## src/rtl/match_sequencer.sv

```systemverilog
// Game-flow controller for the quidditch field: kickoff countdown, play, pause,
// goal freeze and game over, plus the score keeping that drives the overlay.
module match_sequencer #(
  parameter int unsigned TICKS_PER_SECOND   = 25000000,
  parameter int unsigned COUNTDOWN_SECONDS  = 3,
  parameter int unsigned GOAL_PAUSE_SECONDS = 2,
  parameter int unsigned WIN_SCORE          = 5,
  parameter int unsigned DEBOUNCE_CYCLES    = 250000
) (
  input  logic       clk,
  input  logic       rst_n,
  input  logic       start_button,
  input  logic       pause_button,
  input  logic       goal_a,
  input  logic       goal_b,
  output logic       move_enable,
  output logic       positions_reset,
  output logic [2:0] state,
  output logic [2:0] countdown,
  output logic [3:0] score_a,
  output logic [3:0] score_b,
  output logic [1:0] winner
);

  localparam int unsigned SecW = (TICKS_PER_SECOND > 1) ? $clog2(TICKS_PER_SECOND) : 1;
  localparam int unsigned DbW  = (DEBOUNCE_CYCLES > 1) ? $clog2(DEBOUNCE_CYCLES) : 1;

  localparam logic [SecW-1:0] SecMax    = SecW'(TICKS_PER_SECOND - 1);
  localparam logic [DbW-1:0]  DbMax     = DbW'(DEBOUNCE_CYCLES - 1);
  localparam logic [2:0]      CdInit    = 3'(COUNTDOWN_SECONDS);
  localparam logic [2:0]      GoalInit  = 3'(GOAL_PAUSE_SECONDS);
  localparam logic [3:0]      WinScore  = 4'(WIN_SCORE);

  typedef enum logic [2:0] {
    StIdle      = 3'd0,
    StCountdown = 3'd1,
    StPlay      = 3'd2,
    StPaused    = 3'd3,
    StGoal      = 3'd4,
    StGameOver  = 3'd5
  } state_e;

  // Button conditioning: bit 0 = start, bit 1 = pause (both active-low).
  logic [1:0] btn_raw;
  logic [1:0] press;

  assign btn_raw = {pause_button, start_button};

  for (genvar i = 0; i < 2; i++) begin : g_btn
    logic           sync1_q;
    logic           sync2_q;
    logic           level_q;
    logic           press_q;
    logic [DbW-1:0] cnt_q;

    // Released level (1) after reset so no phantom press appears on release.
    always_ff @(posedge clk or negedge rst_n) begin
      if (!rst_n) begin
        sync1_q <= 1'b1;
        sync2_q <= 1'b1;
        level_q <= 1'b1;
        press_q <= 1'b0;
        cnt_q   <= '0;
      end else begin
        sync1_q <= btn_raw[i];
        sync2_q <= sync1_q;
        press_q <= 1'b0;
        if (sync2_q == level_q) begin
          cnt_q <= '0;
        end else if (cnt_q == DbMax) begin
          cnt_q   <= '0;
          level_q <= sync2_q;
          press_q <= ~sync2_q;
        end else begin
          cnt_q <= cnt_q + DbW'(1);
        end
      end
    end

    assign press[i] = press_q;
  end

  logic start_evt;
  logic pause_evt;

  assign start_evt = press[0];
  assign pause_evt = press[1];

  state_e          state_q, state_d;
  logic [SecW-1:0] sec_cnt_q, sec_cnt_d;
  logic [2:0]      countdown_q, countdown_d;
  logic [3:0]      score_a_q, score_a_d;
  logic [3:0]      score_b_q, score_b_d;
  logic [1:0]      winner_q, winner_d;
  logic            pos_reset_q, pos_reset_d;
  logic            move_enable_q;
  logic            sec_tick;
  logic            start_act;
  logic [3:0]      goal_score;

  assign sec_tick = (state_q != StPaused) && (sec_cnt_q == SecMax);

  always_comb begin
    state_d     = state_q;
    countdown_d = countdown_q;
    score_a_d   = score_a_q;
    score_b_d   = score_b_q;
    winner_d    = winner_q;
    pos_reset_d = 1'b0;
    start_act   = 1'b0;
    goal_score  = (goal_a ? score_a_q : score_b_q) + 4'd1;

    case (state_q)
      StIdle:     start_act = start_evt;
      StGameOver: start_act = start_evt;
      StCountdown: begin
        if (sec_tick) begin
          countdown_d = countdown_q - 3'd1;
          if (countdown_q == 3'd1) state_d = StPlay;
        end
      end
      StPlay: begin
        // A lone goal takes priority over a pause arriving in the same cycle.
        if ((goal_a ^ goal_b) && ((goal_a ? score_a_q : score_b_q) < WinScore)) begin
          if (goal_a) score_a_d = goal_score;
          else        score_b_d = goal_score;
          if (goal_score == WinScore) begin
            state_d  = StGameOver;
            winner_d = goal_a ? 2'd1 : 2'd2;
          end else begin
            state_d     = StGoal;
            countdown_d = GoalInit;
          end
        end else if (pause_evt) begin
          state_d = StPaused;
        end
      end
      StPaused: begin
        if (pause_evt) state_d = StPlay;
      end
      StGoal: begin
        if (sec_tick) begin
          if (countdown_q == 3'd1) begin
            pos_reset_d = 1'b1;
            countdown_d = CdInit;
            state_d     = StCountdown;
          end else begin
            countdown_d = countdown_q - 3'd1;
          end
        end
      end
      default: state_d = StIdle;
    endcase

    if (start_act) begin
      score_a_d   = '0;
      score_b_d   = '0;
      winner_d    = '0;
      pos_reset_d = 1'b1;
      countdown_d = CdInit;
      state_d     = StCountdown;
    end
  end

  // Restart the second on every state entry so the first tick is a full second later.
  always_comb begin
    sec_cnt_d = sec_cnt_q + SecW'(1);
    if (state_d != state_q) begin
      sec_cnt_d = '0;
    end else if (state_q == StPaused) begin
      sec_cnt_d = sec_cnt_q;
    end else if (sec_tick) begin
      sec_cnt_d = '0;
    end
  end

  always_ff @(posedge clk or negedge rst_n) begin
    if (!rst_n) begin
      state_q       <= StIdle;
      sec_cnt_q     <= '0;
      countdown_q   <= '0;
      score_a_q     <= '0;
      score_b_q     <= '0;
      winner_q      <= '0;
      pos_reset_q   <= 1'b0;
      move_enable_q <= 1'b0;
    end else begin
      state_q       <= state_d;
      sec_cnt_q     <= sec_cnt_d;
      countdown_q   <= countdown_d;
      score_a_q     <= score_a_d;
      score_b_q     <= score_b_d;
      winner_q      <= winner_d;
      pos_reset_q   <= pos_reset_d;
      move_enable_q <= (state_d == StPlay);
    end
  end

  assign state           = state_q;
  assign countdown       = countdown_q;
  assign score_a         = score_a_q;
  assign score_b         = score_b_q;
  assign winner          = winner_q;
  assign positions_reset = pos_reset_q;
  assign move_enable     = move_enable_q;

endmodule

```

## config.mk

```make
export PLATFORM = sky130hd
export DESIGN_NAME = match_sequencer
export DESIGN_NICKNAME = d
export VERILOG_FILES = /design/src/rtl/match_sequencer.sv
export SDC_FILE = /design/constraint.sdc
export NUM_CORES = 1
export LEC_CHECK = 0
export BUFFER_PORTS_ARGS = -buffer_cell sky130_fd_sc_hd__buf_2
export CORE_UTILIZATION = 40
export DETAILED_ROUTE_END_ITERATION = 6
export PLACE_DENSITY_LB_ADDON = 0.3
export SLEW_MARGIN = 20
export SYNTH_ARGS = -nofsm -noshare
export SYNTH_HDL_FRONTEND = slang
export SYNTH_SLANG_ARGS = --single-unit
```

## constraint.sdc

```tcl
create_clock -name clk -period 4.7 [get_ports clk]
set_input_delay 0 -clock clk [delete_from_list [all_inputs] [get_ports clk]]
set_output_delay 0 -clock clk [all_outputs]
set_load 0.05 [all_outputs]
```

==> results.toml <==
[pwr]
p_per_area_nw_per_um2 = 337
clkPwrFrac_pct = 31.4
pwr-share-comb_pct = 13.4
seqPwrFrac_pct = 55.2
intPower_mw = 1.19
power.share.switching_pct = 28.7
p_leak_nw = 2.11
power_switching_uw = 479
ir_drop_v = 0.000219

[place]
gp_congestion = 0.804
dp_cells = 617
dp_hpwl_mm = 6.10
port-buffer-count = 23
postPlaceCellArea_um2 = 4710

[global_routing]
grt_overflow = 0
grt_pass1_vias = 3355
grt_pass1_wl_mm = 15.7
antenna_found_initial = 0
grt_use_total_pct = 17.1
grt_max_degree = 65

[yosys]
synth_edf_count = 0
synth_top_family_by_area = "simple AND/OR/NAND/NOR gates"
post_synth_xor_area_fraction_pct = 11.7
synth_compound_area_share_pct = 6.59
yosys.area.top_type = "dfrtp_1"
ys_seq_area_share_pct = 48.8
syn-cell-area_um2 = 4480
synth_nets = 480
syn_area_per_cell_um2 = 9.61
ys_top_cells_by_area = "dfrtp_1, nor2_1, xor2_1, xnor2_1, nand3_1"
yosys.area_share.simple_pct = 25.2
syn_inst = 466
synth_top_flop_cell = "dfrtp_1"
async_reset_ff_share_pct = 100
ys_types = 52
synthTopCellsByCount = "dfrtp_1, nor2_1, nand2_1, nand3_1, xor2_1"
yosys_warnings = 0
yosys.area.top_type_share_pct = 45.3
synth_most_common_cell = "dfrtp_1"
synth_mux_area_share_pct = 2.57
ys_seq_elements = 87
synthAdderAreaFrac_pct = 2.23

[timing]
setup_viol = 0
finalHoldViolations = 0
tightest_slew_ps = 787
rsz0062_at_grt = "false"
final.setup.tns_ps = 0
drv_slew = 0
post-route-period-util_pct = 58.9
fin_worst_skew_ps = 10.0
max-slew-margin-rel_pct = 47.6
fin_crit_ps = 2770
worst_hold_slack_ps = 31.4
fmax_ghz = 0.361

[worst_setup_path]
cp_common_cell = "nor2_1"
slowest_delay_ps = 570
worst_setup_path_start_kind = "flip-flop"
worstPathRequired_ps = 4940
cp_slowest_cell = "or4_1"
cp.arrival_ps = 3010
end_kind = "flip-flop"
worstPathMaxFanout = 20
cp_cell_sequence = "and3b_1, or4_1, nor2_1, buf_4, a211oi_1, nor2_1, mux2_2"
path_class = "flip-flop to flip-flop"

[final_layout]
syn2layout_area_growth_pct = 10.4
num_antenna_cells = 0
fin_cells = 636
nFillCells = 1049
fin_area_um2 = 4950
layout-drive-gt1-share_pct = 11.5
multiInputGateArea_um2 = 2170
nets = 505
regArea_um2 = 2180

[clock_network]
htreeDepth = 3
cts_sinks = 87
cts_buffers = 9
cts.root.buffer_cell = "clkbuf_8"
clock_latency_ps = 350
clkSlewWorstSetupHoldPaths_ps = 90
ctsResizeCount = 0
cts_tree = "yes"
clk_path_buf_depth = 2

[drt]
drc_errors = 0
first_pass_iters = 6
drtIter0Drc = 156
drt-total-wl_mm = 8.85
dr_total_vias = 3361
avgRoutedWirePerCell_um = 13.9
ant_nets = 0
vias_per_cell = 5.28

[hold_path]
hold_path_class = "input port to flip-flop"

[floorplanning]
chipWidth_um = 108
row_count = 38
die_area_um2 = 11600
ios = 24
coreArea_um2 = 10900
die_y_um = 108
start_util_pct = 41.1

[flow_run]
cap_violations = 0

[status]
outcome = "finished, final reports clean"
## power by group through the flow
stage	clock network, mW	registers, mW	logic, mW
after floorplan	0	0.920	0.171
after global placement	0	0.931	0.217
after detailed placement	0	0.934	0.222
after CTS	0.544	0.920	0.228
after global routing	0.573	0.937	0.258
final	0.523	0.921	0.223
## metal layers
metal | up-vias | GRT usage, % | part of all wire, %
met5 | - | 0 | 0
met4 | 0 | 4.89 | 0.60
met3 | 5 | 5.15 | 4.5
met2 | 66 | 27.2 | 47
met1 | 1629 | 22.5 | 48
li1 | 1661 | - | -
## kinds of logic after synthesis
| logic type | after synthesis |
|---|---|
| simple gates | 228 |
| mux | 11 |
| compound gates | 43 |
| xor+xnor | 60 |
| buf+inv | 29 |
| fa+ha+maj | 8 |
| flops | 87 |
## area by class of cell
cell class	count	area share, %
inverter	15	1.14
clock inverter	3	0.911
tap	140	3.54
sequential	87	44.2
timing repair buffer	28	3.29
multi-input combinational	350	43.9
clock buffer	13	3.01
## sequential cells by signal (all words and copies together), names as in the netlist, 3 cells and up
register and count:
score_a 4, countdown 3, sec_cnt_q 25, state 3
g_btn.cnt_q 36, score_b 4
## final timing paths
path	startpoint	endpoint	slack, ps	depth (start not counted)
max	state[0]	countdown[1]	1930	7
max in group asynchronous	rst_n	g_btn[0].cnt_q[15]	3530	3
min in group asynchronous	rst_n	sec_cnt_q[11]	80	2
min	goal_a	score_a[1]	30	3
max reg2reg	state[0]	countdown[1]	1930	7
min reg2reg	g_btn[0].sync1_q	g_btn[0].sync2_q	360	0
## placed cells by master (no fill, tap or decap), drive strengths merged, types with 3 or more instances in the layout
| cell | count |
|---|---|
| dfrtp | 81 |
| nor2 | 81 |
| xor2 | 32 |
| nand2 | 32 |
| nand3 | 32 |
| xnor2 | 28 |
| nor3 | 26 |
| buf | 25 |
| inv | 15 |
| clkbuf | 13 |
| a21oi | 12 |
| nand4 | 10 |
| nor4 | 9 |
| ha | 8 |
| mux2i | 7 |
| and3 | 6 |
| o21ai | 6 |
| dfstp | 6 |
| nor2b | 5 |
| and4 | 4 |
| nor3b | 4 |
| nand2b | 4 |
| mux2 | 4 |
| or4 | 4 |
| dlygate4sd3 | 3 |
## stage by stage
step,setup slack (ps),util (%),power (mW)
5_1_grt,1710,45.4,1.77
4_1_cts,1730,45.4,1.69
6_report,1930,45.4,1.67
3_3_place_gp,1880,43.3,1.15
2_1_floorplan,2110,-,1.09
3_5_place_dp,1720,43.3,1.16
## what timing repair did
action / CTS / global route
hold endpoints to repair: 25 / 0
hold buffers: 3 / 0
setup endpoints to repair: 0 / 0
setup buffers: 0 / 0
## critical path, delay by kind of cell, from the launching register on
kind | cells | cell delay (ps)
compound gates | 1 | 140
simple gates | 4 | 1320
mux | 1 | 360
flops | 1 | 550
buf+inv | 1 | 290
Note: power is estimated with default switching activity, not from simulation.
